===== src/rtl/kovacs_sequencer.sv =====
// Multi-phase feedback sequencer: gates data_i[15:2] to data_o through up to four timed phases.
// Optional define KOVACS_SEQ_HOLD_EN turns mode 2'b10 into a hold phase (otherwise it acts as zero).
module kovacs_sequencer #(
  parameter int CNT_W = 32,
  parameter int CYC_W = 16
) (
  input  logic             clk_i,
  input  logic             rst_i,
  input  logic [15:0]      data_i,
  input  logic             start_i,
  input  logic             stop_i,
  input  logic [CNT_W-1:0] T0_i,
  input  logic [CNT_W-1:0] T1_i,
  input  logic [CNT_W-1:0] T2_i,
  input  logic [CNT_W-1:0] T3_i,
  input  logic [7:0]       mode_i,
  input  logic [1:0]       n_phases_i,
  input  logic [CYC_W-1:0] n_cycles_i,
  output logic [13:0]      data_o,
  output logic [13:0]      indicator_o,
  output logic [1:0]       phase_o,
  output logic             busy_o,
  output logic             done_o,
  output logic [1:0]       state_o
);

  typedef enum logic [1:0] {IDLE = 2'd0, ARM = 2'd1, RUN = 2'd2, DONE = 2'd3} state_t;

  state_t           state, state_nxt;
  logic [CNT_W-1:0] t_q [4];
  logic [7:0]       mode_q;
  logic [1:0]       nph_q;
  logic [CYC_W-1:0] ncyc_q;
  logic [CNT_W-1:0] ph_cnt;
  logic [1:0]       phase;
  logic [CYC_W-1:0] cyc_cnt;

  logic             ph_end, last_phase, finish;
  logic [CYC_W-1:0] cyc_inc;
  logic [1:0]       mode_cur;
  logic             unused_lsbs;

  assign unused_lsbs = ^data_i[1:0];
  assign state_o     = state;
  assign busy_o      = (state == ARM) || (state == RUN);

  // Equality compare keeps Tk = all-ones safe: the counter never steps past Tk.
  assign ph_end     = (ph_cnt == t_q[phase]);
  assign last_phase = (phase == nph_q);
  assign cyc_inc    = (&cyc_cnt) ? cyc_cnt : cyc_cnt + 1'b1;
  assign finish     = ph_end && last_phase && (|ncyc_q) && (cyc_inc == ncyc_q);

  always_comb begin
    mode_cur = 2'b00;
    case (phase)
      2'd0: mode_cur = mode_q[1:0];
      2'd1: mode_cur = mode_q[3:2];
      2'd2: mode_cur = mode_q[5:4];
      2'd3: mode_cur = mode_q[7:6];
      default: mode_cur = 2'b00;
    endcase
  end

  always_comb begin
    state_nxt = state;
    case (state)
      IDLE: if (start_i && !stop_i) state_nxt = ARM;
      ARM:  state_nxt = stop_i ? IDLE : RUN;
      RUN:  begin
        if (stop_i)      state_nxt = IDLE;
        else if (finish) state_nxt = DONE;
      end
      DONE: state_nxt = IDLE;
      default: state_nxt = IDLE;
    endcase
  end

  always_ff @(posedge clk_i) begin
    if (rst_i) state <= IDLE;
    else       state <= state_nxt;
  end

  always_ff @(posedge clk_i) begin
    if (rst_i) begin
      for (int i = 0; i < 4; i++) t_q[i] <= '0;
      mode_q  <= '0;
      nph_q   <= '0;
      ncyc_q  <= '0;
      ph_cnt  <= '0;
      phase   <= '0;
      cyc_cnt <= '0;
    end else if (state == ARM) begin
      t_q[0]  <= T0_i;
      t_q[1]  <= T1_i;
      t_q[2]  <= T2_i;
      t_q[3]  <= T3_i;
      mode_q  <= mode_i;
      nph_q   <= n_phases_i;
      ncyc_q  <= n_cycles_i;
      ph_cnt  <= '0;
      phase   <= '0;
      cyc_cnt <= '0;
    end else if (state == RUN) begin
      if (ph_end) begin
        ph_cnt <= '0;
        if (last_phase) begin
          phase   <= '0;
          cyc_cnt <= cyc_inc;
        end else begin
          phase <= phase + 2'd1;
        end
      end else begin
        ph_cnt <= ph_cnt + 1'b1;
      end
    end
  end

  // Output registers show the result of the phase active one cycle earlier.
  always_ff @(posedge clk_i) begin
    if (rst_i || state != RUN || stop_i) begin
      data_o      <= '0;
      indicator_o <= '0;
      phase_o     <= '0;
    end else begin
      phase_o     <= phase;
      indicator_o <= '0;
      case (mode_cur)
        2'b00: begin
          data_o      <= data_i[15:2];
          indicator_o <= 14'd8191;
        end
`ifdef KOVACS_SEQ_HOLD_EN
        2'b10: data_o <= data_o;
`endif
        default: data_o <= '0;
      endcase
    end
  end

  always_ff @(posedge clk_i) begin
    if (rst_i) done_o <= 1'b0;
    else       done_o <= (state == DONE);
  end

endmodule


===== config.mk =====
export PLATFORM = sky130hd
export DESIGN_NAME = kovacs_sequencer
export DESIGN_NICKNAME = d
export VERILOG_FILES = /design/src/rtl/kovacs_sequencer.sv
export SDC_FILE = /design/constraint.sdc
export NUM_CORES = 1
export LEC_CHECK = 0
export CAP_MARGIN = 10
export CORE_MARGIN = 2
export CORE_UTILIZATION = 45
export CTS_CLUSTER_SIZE = 20
export DETAILED_ROUTE_END_ITERATION = 10
export PLACE_DENSITY_LB_ADDON = 0.12
export SYNTH_ARGS = -nofsm -noshare
export SYNTH_HDL_FRONTEND = slang
export SYNTH_SLANG_ARGS = --single-unit

===== constraint.sdc =====
create_clock -name clk_i -period 11.95 [get_ports clk_i]
set_input_delay 2.39 -clock clk_i [delete_from_list [all_inputs] [get_ports clk_i]]
set_output_delay 2.39 -clock clk_i [all_outputs]
set_load 0.05 [all_outputs]

Word level (Yosys, flattened, before mapping)
Memories as Yosys holds them, arrays and structs flattened. A register that Yosys moved wholly into a read port is not among the register bits.
Index checks and enable logic that the tools add are counted.
Operators by class
  add/subtract/negate cells: 3
  eq/ne operators: 12
  muxes and demuxes: 21
  bitwise logic cells: 5
  reductions and logical operators: 18
Operators with widths (count)
  $mux 32: 5
  $add 32x1->32 const B: 1
  $eq 32x32->1: 1
  $add 16x1->16 const B: 1
  $eq 16x16->1: 1
  $mux 16: 1
  $pmux 2 s4: 2
  $reduce_and 16->1: 1
  $reduce_or 16->1: 1
  $mux 2: 7
  $mux 13: 1
  $eq 2x2->1 const B: 4
  $logic_not 2->1: 3
  $mux 1: 5
  $eq 2x1->1 const B: 2
  $logic_and 1x1->1: 4
  $ne 2x2->1 const B: 2
  $or 1x1->1: 4
  $reduce_and 2->1: 2
  $reduce_or 2->1: 2
  $logic_or 1x1->1: 3
  $ne 3x3->1 const B: 1
  $reduce_and 3->1: 1
  $add 2x1->2 const B: 1
  other kinds (3): 3
Storage, ports and cells
  flip-flop bits (word level): 109
  bits in writable memories: 128
  bits of input ports: 174
  output and inout bits: 34
  logic and storage cells: 71
  memories: 1
Memories
  t_q: words 4, width 32, rd ports 1, clocked after memory_dff 1, wr ports 4, line 30  | logic [CNT_W-1:0] t_q [4];

Depth between registers and ports, before layout
  depth after elaboration: 7
  gate-level depth with buffers: 11
  mapped depth without buffers: 10

Least setup slack after synthesis
Ideal clock, no wire load.
  kind: in2reg
  start point: in rst_i
  end point: mem t_q[0][0] (enable)
  library setup time: 0.542 ns
  data arrival time: 6.571 ns
  data required time: 11.408 ns
  path slack: 4.837 ns
  cell stages on the path: 4
  path buffers: 2
  cells stage by stage: clkbuf_1 > nor2_1 > clkinv_1 > clkbuf_1
RTL lines
  start, declared: line 8  | input logic rst_i,
  end, declared: line 30

Final worst setup path
  start point: in rst_i
  end point: reg cyc_cnt[2]
On the way
  cells in the longest elaborated chain, start to end: 1
Ends and longest elaborated chain
  $reduce_or 2->1 (no line)
  end signal, assigned: line 108  | cyc_cnt <= cyc_inc;
  end, declared: line 36  | logic [CYC_W-1:0] cyc_cnt;
Every way passes these cells.
A chain may end at the register's enable or synchronous reset.

==> summary.txt <==
Run status
  • Status: finished clean

GRT
  • Largest net degree at the start of global routing: ~130
  • First-pass GRT wire length: approximately 34,000 um
  • Vias in the first global route: 6,653
  • GR Overflow Total: 0
  • Total Routing Usage GR: approximately 18%
  • Initial antenna violation count: 0

STA
  • Slew Limit Fails: 0
  • Clock Skews: 0.0130 ns
  • Tightest Pin Transition: between 1 and 1.5 ns
  • Final min period: about 5 ns
  • Setup TNS: 0 ns
  • Tcrit/Tclk final: between 40% and 50%
  • Fmax: between 200 and 250 MHz
  • RSZ-0062 raised after global routing: false
  • Final setup fails: 0
  • Worst slew margin: between 20 and 30%
  • Hold Fails Final Rpt: 0

Setup path
  • Worst setup EP type: register
  • Worst Path Required: ~12 ns
  • Peak fanout along the critical path: 89
  • CP max-delay cell: buf_4
  • WP data arrival: 5.31 ns
  • CP peak stage delay: about 0.91 ns
  • Crit-path cells: clkdlybuf4s50_1 > buf_4 > nor2_1 > inv_6 > buf_4 > nor2_1 > a31o_2
  • Crit path launch type: input port
  • Crit Path Category: in -> reg

Power
  • Pwr dens: around 140 nW/um2
  • Leakage: 4.84 nW
  • Overall power: between 1.5 and 2 mW
  • Peak supply drop: between 0.00008 and 0.00009 V

Synth
  • Post-synthesis simple-gate area fraction: around a fifth
  • Top cells by area, synth: edfxtp_1, dfxtp_1, and2_1
  • Syn Area/Cell: approximately 12 um2
  • Flops & latches, synth: 226
  • Post-synthesis compound-gate area fraction: about 3.6%
  • Post-synthesis sequential area ratio: about 55%
  • Synthesized Nets: approximately 1,100
  • Largest family of logic cells by synthesized area: simple AND/OR/NAND/NOR gates
  • Top cell type's share of synthesized area: 36.4%
  • EDFF count, synth: roughly 130
  • Synth cell types: 62
  • Async SR Flop Fraction: 0%
  • Area leader, netlist: edfxtp_1
  • Adder-cell share of the synthesized area: about 1.3%
  • Ys Warns: 0
  • XOR/XNOR share of the synthesized area: under 10%
  • Top FF cell, synth: edfxtp_1
  • Multiplexer area fraction after synthesis: roughly 9.9%
  • Cells after Synth: between 800 and 900
  • Cell Area, Synth: roughly 11,000 um2

CTS
  • CTS root buffer: clkbuf_16
  • Clk pin slew, worst setup/hold paths: ~0.06 ns
  • CTS tree: built
  • Clock Sinks: between 200 and 250
  • Hold_buf cts: 0
  • Clk_lat worst skew: around 0.52 ns
  • Post_cts resized: 0
  • CTS Buf Count: 25
  • Clock Path Buffers: 3
  • Setup bufs post-CTS: 0
  • H-tree Lvls: 1

Die
  • Core Box Area: 23,300 um2
  • FP Rows: 56
  • Die width: 157 um
  • Initial core utilization: between 40% and 50%
  • Ports: between 200 and 250
  • Full die area: approximately 25,000 um2
  • DIE HEIGHT: 157 um

Drt
  • Drt drc: 0
  • Via density: approximately 5
  • Pre-antenna DRT Iters: 4
  • Routed vias: 6,930
  • Routed len/inst: approximately 16 um
  • Post-route ant nets: 0
  • DR iter-0 viols: just under 400
  • Routed WL: 22,200 um

Final layout
  • Antenna Cells: 0
  • Filler cells: 1,999
  • Cell Count, Final, Fillers Out: roughly 1,400
  • P&R area growth vs syn: 28.9%
  • Share of cells above drive strength 1: about 8.8%
  • Final nets: approximately 1,300
  • Post-layout util: between 50 and 60%

Min path
  • Worst hold path class: reg -> reg

Placed design
  • Port bufs: a little over 200
  • Hpwl dp: 15,300 um
  • Dpl cells: 1,359
  • GPL Wtd Cong: 0.839

Job
  • Max-cap violations: 0
## flip-flops by register name (all words and copies together), names as in the netlist, named ones only
signal,cells
cyc_cnt,16
data_o,14
done_o,1
indicator_o,1
mode_q,8
ncyc_q,16
nph_q,2
ph_cnt,32
phase,2
phase_o,2
state_o,2
t_q,128
## cells in the final DEF, fill, tap and decap left out, types with 4 or more instances in the layout
cell type	netlist	final
and2_1	145	145
clkbuf_8	0	5
and3_1	7	7
nand4_1	19	19
mux2i_1	33	33
ha_1	11	11
a31oi_1	4	4
dfxtp_1	98	97
o21ai_0	12	12
xor2_1	29	29
mux4_2	32	32
nor4_1	11	10
or3_1	7	7
nand2_1	35	35
edfxtp_1	128	128
xnor2_1	57	57
nand4_2	4	4
nand3_1	21	21
a21oi_1	14	14
clkdlybuf4s50_1	0	204
clkbuf_1	25	8
nor2_1	92	92
clkbuf_16	0	27
buf_4	13	6
inv_1	12	12
nand2b_1	5	5
nor3_1	6	6
## per-stage QoR
stage / cell area [um2] / hold slack, ns / setup slack (ns)
after detailed placement: 12800 / 0.484 / 6.48
after floorplan: 10600 / 0.455 / 4.84
after CTS: 13600 / 0.500 / 7.01
after global placement: 12800 / 0.467 / 6.51
after global routing: 13600 / 0.524 / 6.82
final: 13600 / 0.493 / 7.06
## per-layer routing
metal	vias up	part of all wire (%)	global-route usage, %
li1	3476	-	-
met1	3249	44	23.9
met4	0	2.3	4.46
met5	-	0	0
met2	171	49	29.8
met3	34	4.7	2.70
## where the power goes
part	internal [mW]	switching, mW
Clock	0.487	0.305
Combinational	0.114	0.0990
Sequential	0.893	0.0210
## worst max-delay path: cells and delay by family
family | cells | cell delay (ns)
buffers and inverters | 4 | 2.18
and+or+nand+nor | 2 | 0.39
AOI/OAI and AO/OA | 1 | 0.28
## kinds of logic after synthesis
logic type,Yosys count
and+or+nand+nor,372
muxes,65
AOI/OAI and AO/OA,55
other,1
adders and majority gates,11
buffers and inverters,69
xor gates and xnor gates,87
DFF,226
## Yosys cell counts, types with 12 or more instances
library cell,instances
xor2_1,29
xnor2_1,57
nand4_1,19
edfxtp_1,128
inv_1,12
a21oi_1,14
mux4_2,32
dfxtp_1,98
buf_2,13
nor2_1,92
clkbuf_1,25
nand3_1,21
and2_1,145
buf_4,13
o21ai_0,12
mux2i_1,33
nand2_1,35
## worst paths after layout
path | start | end | slack (ns) | cells past startpoint
setup reg to reg | register | ph_cnt[19]$_SDFFE_PP0P_ | 7.88 | 8
hold reg to reg | mode_q[2]$_SDFFE_PP0P_ | mode_q[2]$_SDFFE_PP0P_ | 0.49 | 2
setup / recovery | rst_i | cyc_cnt[2]$_SDFFE_PP0P_ | 7.06 | 7
hold / removal | mode_q[2]$_SDFFE_PP0P_ | mode_q[2]$_SDFFE_PP0P_ | 0.49 | 2
## layout make-up
class | count | area [um2] | area share [%]
Clock buffer | 40 | 774 | 5.68
Clock inverter | 6 | 83.8 | 0.615
Inverter | 13 | 53.8 | 0.395
Multi-Input combinational cell | 591 | 4430 | 32.5
Sequential cell | 226 | 5810 | 42.6
Tap cell | 319 | 399 | 2.93
Timing Repair Buffer | 210 | 2090 | 15.3
(Power assumes the default switching activity.)
